===== config.mk =====
export PLATFORM = sky130hd
export DESIGN_NAME = memory_arbiter
export DESIGN_NICKNAME = d
export VERILOG_FILES = /design/src/rtl/memory_arbiter.sv
export SDC_FILE = /design/constraint.sdc
export NUM_CORES = 1
export LEC_CHECK = 0
export ABC_AREA = 1
export CORE_AREA = 3 3 157 159
export DETAILED_ROUTE_END_ITERATION = 8
export DIE_AREA = 0 0 160 162
export PLACE_DENSITY = 0.53
export SLEW_MARGIN = 20
export SYNTH_ARGS = -nofsm -noshare
export SYNTH_HDL_FRONTEND = slang
export SYNTH_SLANG_ARGS = --single-unit
export TNS_END_PERCENT = 30

===== constraint.sdc =====
create_clock -name CLK -period 4.8 [get_ports CLK]
set_clock_uncertainty 0.15 [all_clocks]
set_input_delay 0.48 -clock CLK [delete_from_list [all_inputs] [get_ports CLK]]
set_output_delay 0.48 -clock CLK [all_outputs]
set_load 0.02 [all_outputs]

===== src/rtl/memory_arbiter.sv =====
// memory_arbiter: round-robin arbiter sharing one RAM port among NREQ cache
// requesters (even index = icache, odd index = dcache). One transaction is
// in flight at a time; each access walks IDLE -> BUSY -> DONE.
// Optional macro DATA_PRIORITY_EN: odd (dcache) requesters win over even
// ones whenever any odd requester is pending.
module memory_arbiter #(
  parameter int unsigned NREQ = 4,
  parameter int unsigned AW   = 32,
  parameter int unsigned DW   = 32
) (
  input  logic               CLK,
  input  logic               RST,
  input  logic [NREQ-1:0]    req_ren,
  input  logic [NREQ-1:0]    req_wen,
  input  logic [NREQ*AW-1:0] req_addr,
  input  logic [NREQ*DW-1:0] req_store,
  output logic [NREQ-1:0]    req_done,
  output logic [DW-1:0]      req_load,
  output logic [NREQ-1:0]    grant,
  output logic               ram_ren,
  output logic               ram_wen,
  output logic [AW-1:0]      ram_addr,
  output logic [DW-1:0]      ram_store,
  input  logic [DW-1:0]      ram_load,
  input  logic               ram_ready
);

  localparam int unsigned IW = (NREQ > 1) ? $clog2(NREQ) : 1;

  typedef enum logic [1:0] {
    IDLE = 2'd0,
    BUSY = 2'd1,
    DONE = 2'd2
  } state_e;

  state_e          state_q, state_d;
  logic [NREQ-1:0] grant_q, grant_d;
  logic [IW-1:0]   last_q, last_d;
  logic [NREQ-1:0] req_done_q, req_done_d;
  logic [DW-1:0]   req_load_q, req_load_d;

  logic [NREQ-1:0] pending;
  logic [NREQ-1:0] eligible;
  logic [IW-1:0]   cand;
  logic [IW-1:0]   win_idx;
  logic            win_found;
`ifdef DATA_PRIORITY_EN
  logic [NREQ-1:0] odd_mask;
`endif

  // Round-robin search for the next owner, starting just after last_q.
  always_comb begin
    pending   = req_ren | req_wen;
`ifdef DATA_PRIORITY_EN
    odd_mask  = '0;
    for (int i = 0; i < int'(NREQ); i++) begin
      odd_mask[i] = ((i % 2) == 1);
    end
    eligible  = (|(pending & odd_mask)) ? (pending & odd_mask) : pending;
`else
    eligible  = pending;
`endif
    cand      = '0;
    win_idx   = '0;
    win_found = 1'b0;
    for (int k = 1; k <= int'(NREQ); k++) begin
      cand = IW'((32'(last_q) + 32'(k)) % NREQ);
      if (!win_found && eligible[cand]) begin
        win_found = 1'b1;
        win_idx   = cand;
      end
    end
  end

  // Next-state, RAM-side strobes/muxes and requester-side outputs.
  always_comb begin
    int unsigned sel;
    state_d    = state_q;
    grant_d    = grant_q;
    last_d     = last_q;
    req_done_d = '0;
    req_load_d = req_load_q;
    ram_ren    = 1'b0;
    ram_wen    = 1'b0;
    ram_addr   = '0;
    ram_store  = '0;
    sel        = 32'(last_q);

    case (state_q)
      IDLE: begin
        grant_d = '0;
        if (win_found) begin
          grant_d[win_idx] = 1'b1;
          last_d           = win_idx;
          state_d          = BUSY;
        end
      end
      BUSY: begin
        // Live strobes from the owner; a write wins over a simultaneous read.
        ram_wen   = req_wen[last_q];
        ram_ren   = req_ren[last_q] & ~req_wen[last_q];
        ram_addr  = req_addr[sel*AW +: AW];
        ram_store = req_store[sel*DW +: DW];
        if (ram_ready) begin
          if (ram_ren) begin
            req_load_d = ram_load;
          end
          req_done_d = grant_q;
          state_d    = DONE;
        end
      end
      DONE: begin
        grant_d = '0;
        state_d = IDLE;
      end
      default: begin
        grant_d = '0;
        state_d = IDLE;
      end
    endcase
  end

  // State and registered outputs; reset clears everything without a clock.
  always_ff @(posedge CLK or posedge RST) begin
    if (RST) begin
      state_q    <= IDLE;
      grant_q    <= '0;
      last_q     <= IW'(NREQ - 1);
      req_done_q <= '0;
      req_load_q <= '0;
    end else begin
      state_q    <= state_d;
      grant_q    <= grant_d;
      last_q     <= last_d;
      req_done_q <= req_done_d;
      req_load_q <= req_load_d;
    end
  end

  assign grant    = grant_q;
  assign req_done = req_done_q;
  assign req_load = req_load_q;

endmodule


==> results.toml, run 1 <==
[cts]
htreeDepth = 2
cts_setup_buffers = 0
cts_buffers = 5
clock-sinks = 44
insertion_delay_ns = 0.28
cts_tree = "built"
ctsHoldBuffers = 0
root_buffer = "clkbuf_16"
cts.repair.resized = 0
clock_path_buffers = 2
path_clk_slew_ns = 0.06

[synth]
postSynthCellCount = 569
synth-seq-cells = 44
yosys_warnings = 0
seq_area_frac_synth_pct = 29.15
synthArstFlopShare_pct = 100.0
synth_fp_nets = 868
synth.distinct_cells = 23
syn_area_per_cell_um2 = 6.654
synth_edf_count = 0
syn_area_um2 = 3786
ys.flop_type = "dfrtp_1"

[global_route]
grt_pass1_vias = 5900
track_usage_pct = 17.48
grt_max_degree = 84
grt-ovfl-total = 0
antenna_found_initial = 3
grt_pass1_wl_um = 35750

[die]
die_area_um2 = 25920
die_y_um = 162
die_w_um = 160
core_area_um2 = 23400
start_util_pct = 16.18
fp-row-count = 56
num_io_pins = 405

[route]
drt_pass1_iterations = 5
wl_um = 24450
antenna_left = 0
drc_errors = 0
drt_iter0_drc = 342
num_vias = 5896
wl_per_cell_um = 19.56
vias_per_cell = 4.717

[sta]
timing_hold_violations_final = 0
finalCritPeriodShare_pct = 80.02
min_period_ns = 3.841
slew_headroom_pct = 37.69
tightest_slew_ns = 0.9333
finalMaxSlewViolations = 0
timing.setup.tns_ns = 0
max_freq_ghz = 0.2604
setup_viol = 0
rsz0062_at_grt = "no"

[run]
maxCapViolations = 0

[worst_setup_path]
r2r-start = "last_q[1]$_DFFE_PP1P_"
critPathLaunch = "last_q[1]$_DFFE_PP1P_"
critical_path_class = "flop to output pin"
critPathLaunchType = "flop"
arrival_ns = 3.21
cp_max_fo = 83
end_kind = "output pin"
cp.required_ns = 4.17

[power]
ir_worst_vdd_mv = 0.2854
leakage_nw = 3.141
p_per_area_nw_per_um2 = 534.1

[cells_and_area]
layout-drive-gt1-share_pct = 3.763
nFillCells = 2519
layout_common_cells = "clkdlybuf4s50_1 (399), nand3_1 (176), nand2_1 (117)"
final_common_cell = "clkdlybuf4s50_1"
postLayoutCellArea_um2 = 8190
nNetsFinal = 1228
syn2layout_area_growth_pct = 116.3
multi_input_area_um2 = 2365
layout.area.seq_um2 = 1107

[place]
place.gp.congestion = 0.8187
hpwl_um = 19010
post_dp_cell_area_um2 = 8039
port_buffers = 404

[worst_hold_path]
worstHoldPathType = "flop to flop"
hold_start = "req_load[6]$_DFFE_PP0P_"

[run_status]
status = "finished, final reports clean"
## report_power, final
part / switching [W] / internal, W
clock network: 0.000137 / 0.000205
logic: 0.00198 / 0.00137
registers: 0.000147 / 0.000527
## layout make-up
class	count	area share [%]
timing repair buffer	414	50.29
multi-input combinational	451	28.87
sequential	44	13.52
tap	319	4.873
clock buffer	6	1.696
inverter	13	0.5958
clock inverter	2	0.1222
antenna	1	0.03055
## flip-flops by register name, indices dropped and copies added, names as in the netlist
register / cells
grant: 4
req_done: 4
state_q: 2
last_q: 2
req_load: 32
## per-stage QoR
step	power, W	instances	util [%]	hold slack, ns	worst slack (ns)
after CTS	0.004450	1249	34.99	0.3225	0.9118
after global routing	0.004705	1250	35.00	0.3358	0.7802
final	0.004375	1250	35.00	0.3208	0.9590
after detailed placement	0.004086	1241	34.35	0.3072	1.235
after global placement	0.004084	1241	34.35	0.3028	1.222
after floorplan	0.002503	569	-	0.3872	2.385
## cells by family (layout without fill, tap and decap cells)
kind of cell	Yosys count	count (layout)	synth area share, %
other	0	1	0
AOI/OAI and AO/OA	136	136	24.55
DFF	44	44	29.15
buffers and inverters	74	435	8.394
and+or+nand+nor	315	315	37.90
## routing by layer
| metal | GRT usage [%] | up-vias | routed length (µm) |
|---|---|---|---|
| met1 | 20.26 | 2786 | 9519 |
| met5 | 0 | - | 26 |
| met3 | 5.075 | 20 | 2143 |
| met2 | 32.12 | 274 | 12410 |
| met4 | 3.471 | 4 | 343 |
| li1 | - | 2812 | - |
## cells in the mapped netlist (2+ instances only)
library cell | number | area share, %
a22oi_1 | 65 | 13
a31oi_1 | 64 | 11
buf_1 | 11 | 1.1
buf_2 | 5 | 0.66
buf_4 | 3 | 0.59
buf_6 | 3 | 0.89
clkbuf_1 | 39 | 3.9
dfrtp_1 | 42 | 28
dfstp_2 | 2 | 1.4
inv_1 | 8 | 0.79
inv_2 | 5 | 0.50
nand2_1 | 117 | 12
nand3_1 | 176 | 23
nand3b_1 | 2 | 0.40
nor2_1 | 16 | 1.6
o21ai_0 | 4 | 0.53
## worst paths after layout
kind / to / slack (ns) / cells after the start
setup / recovery: ram_store[23] / 0.96 / 4
hold / removal: req_load[6]$_DFFE_PP0P_ / 0.32 / 2
setup reg to reg: req_load[4]$_DFFE_PP0P_ / 1.48 / 11
hold reg to reg: req_load[6]$_DFFE_PP0P_ / 0.32 / 2
max in group asynchronous: req_done[0]$_DFF_PP0_ / 3.33 / 2
min in group asynchronous: req_load[17]$_DFFE_PP0P_ / 0.57 / 2
## critical path, cell delays in order, from the launching register on
cell and delay, ns:
dfstp_4 0.97, buf_4 0.77, nand3_1 0.23, a31oi_1 0.25
clkdlybuf4s50_1 0.66
Note: power is estimated with default switching activity, not from simulation.
==> run 2, diff against run 1 <==
Settings changed: PLACE_DENSITY 0.53 to 0.55.
Clock period 4.8 ns to 3.3 ns, I/O delays scaled along.
==> run 2 against run 1 <==
Compared with the run above:
- flip-flop and latch count unchanged
- combinational power increased by 54%
- first-iteration DRC count increased by 33%
- final cell count increased by 0.64%
- total power increased by 50%
- register-to-register slack got worse by 0.85 ns
- via count decreased by 0.39%
- sequential share of layout area decreased by 0.24 points
- largest power group unchanged
==> results.toml, run 2 (synthesized netlist as in run 1, its figures left out) <==
[global_route]
grt_pass1_wl_um = 36530
antenna_found_initial = 0
grt_max_degree = 48
grt-ovfl-total = 0
track_usage_pct = 18.03
grt_pass1_vias = 5945

[cts]
path_clk_slew_ns = 0.06
insertion_delay_ns = 0.28
clock-sinks = 44
htreeDepth = 2
ctsHoldBuffers = 0
root_buffer = "clkbuf_16"
cts_buffers = 5
cts_tree = "built"
clock_path_buffers = 2

[die]
fp-row-count = 56
start_util_pct = 16.18
num_io_pins = 405
die_y_um = 162
die_w_um = 160
core_area_um2 = 23400
die_area_um2 = 25920

[power]
p_total_w = 0.006574
p_per_area_nw_per_um2 = 788.6
ir_worst_vdd_mv = 0.3878
leakage_nw = 3.203

[cells_and_area]
layout-drive-gt1-share_pct = 4.579
fin_util_pct = 35.62
syn2layout_area_growth_pct = 120.2
postLayoutCellArea_um2 = 8337
diodes = 0
nNetsFinal = 1237
layout_common_cells = "clkdlybuf4s50_1 (401), nand3_1 (176), nand2_1 (117)"
final_common_cell = "clkdlybuf4s50_1"
largest_reg_flops = 32

[route]
antenna_left = 0
num_vias = 5873
wl_um = 24810
vias_per_cell = 4.669
wl_per_cell_um = 19.72
drt_pass1_iterations = 4
drt_iter0_drc = 455
drc_errors = 0

[run]
maxCapViolations = 0

[worst_setup_path]
end_kind = "output pin"
arrival_ns = 2.72
r2r-start = "last_q[1]$_DFFE_PP1P_"
critPathLaunch = "last_q[1]$_DFFE_PP1P_"
cp.required_ns = 2.82
cp_max_fo = 46
critPathLaunchType = "flop"
critical_path_class = "flop to output pin"

[sta]
timing_hold_violations_final = 0
finalMaxSlewViolations = 0
setup_viol = 0
tightest_slew_ns = 0.9599
max_freq_ghz = 0.3125
finalCritPeriodShare_pct = 96.97
slew_headroom_pct = 36.01
min_period_ns = 3.200
rsz0062_at_grt = "no"
timing.setup.tns_ns = 0
setup_slack_ns = 0.09991

[place]
hpwl_um = 19490
port_buffers = 404
post_dp_cell_area_um2 = 8187
place.gp.congestion = 0.8586
place_ws_ns = 0.3656

[run_status]
status = "finished, final reports clean"

[worst_hold_path]
hold_start = "req_load[16]$_DFFE_PP0P_"
worstHoldPathType = "flop to flop"
==> run 2: cell types whose count changed in the layout (fill, tap and decap cells not counted), sizes merged <==
cell and change:
clkinv +1, clkbuf -1, diode -1, buf +7, clkdlybuf4s50 +2
==> run 2: path summary, 6_finish.rpt <==
kind / to / slack, ns / depth (start not counted)
hold / removal: req_load[16]$_DFFE_PP0P_ / 0.32 / 2
setup / recovery: ram_store[2] / 0.1 / 5
min in group asynchronous: req_load[7]$_DFFE_PP0P_ / 0.43 / 2
setup reg to reg: req_load[24]$_DFFE_PP0P_ / 0.63 / 11
max in group asynchronous: req_load[0]$_DFFE_PP0P_ / 1.96 / 2
hold reg to reg: req_load[16]$_DFFE_PP0P_ / 0.32 / 2
==> run 2: cell type report <==
| type | count | area [µm²] |
|---|---|---|
| Multi-Input combinational cell | 451 | 2371 |
| Inverter | 13 | 48.80 |
| Clock buffer | 5 | 125.1 |
| Fill cell | 2568 | 15070 |
| Sequential cell | 44 | 1107 |
| Clock inverter | 3 | 18.77 |
| Timing Repair Buffer | 423 | 4267 |
| Tap cell | 319 | 399.1 |
==> run 2: report_power, final <==
group | internal [W] | switching [W]
clock | 0.000279 | 0.000208
combinational | 0.00217 | 0.00302
sequential | 0.000765 | 0.000131
total | 0.00322 | 0.00336
==> run 2: timing repair <==
item / 4_1_cts / 5_1_grt
setup endpoints to repair: 0 / 1
buffers inserted: 0 / 0
gates resized for setup: 0 / 1
==> run 2: through the flow <==
stage,hold WS (ns),instances
6_report,0.3187,1258
5_1_grt,0.3410,1258
4_1_cts,0.3231,1258
3_5_place_dp,0.3076,1250
3_3_place_gp,0.3036,1250
2_1_floorplan,0.3246,569
==> run 2: worst max-delay path, stage by stage, from the launching register on <==
cell             delay (ns)
dfstp_4                0.69
buf_12                 0.26
buf_4                  0.30
nand3_1                0.12
a31oi_2                0.36
clkdlybuf4s50_1        0.68
==> run 2: routing by layer <==
metal  vias up  share of wire [%]  GRT usage, %
li1       2828                  -             -
met1      2755                 40         21.38
met2       271                 51         32.84
met3        19                7.6         4.591
met4         0                1.3         3.866
met5         -                  0             0
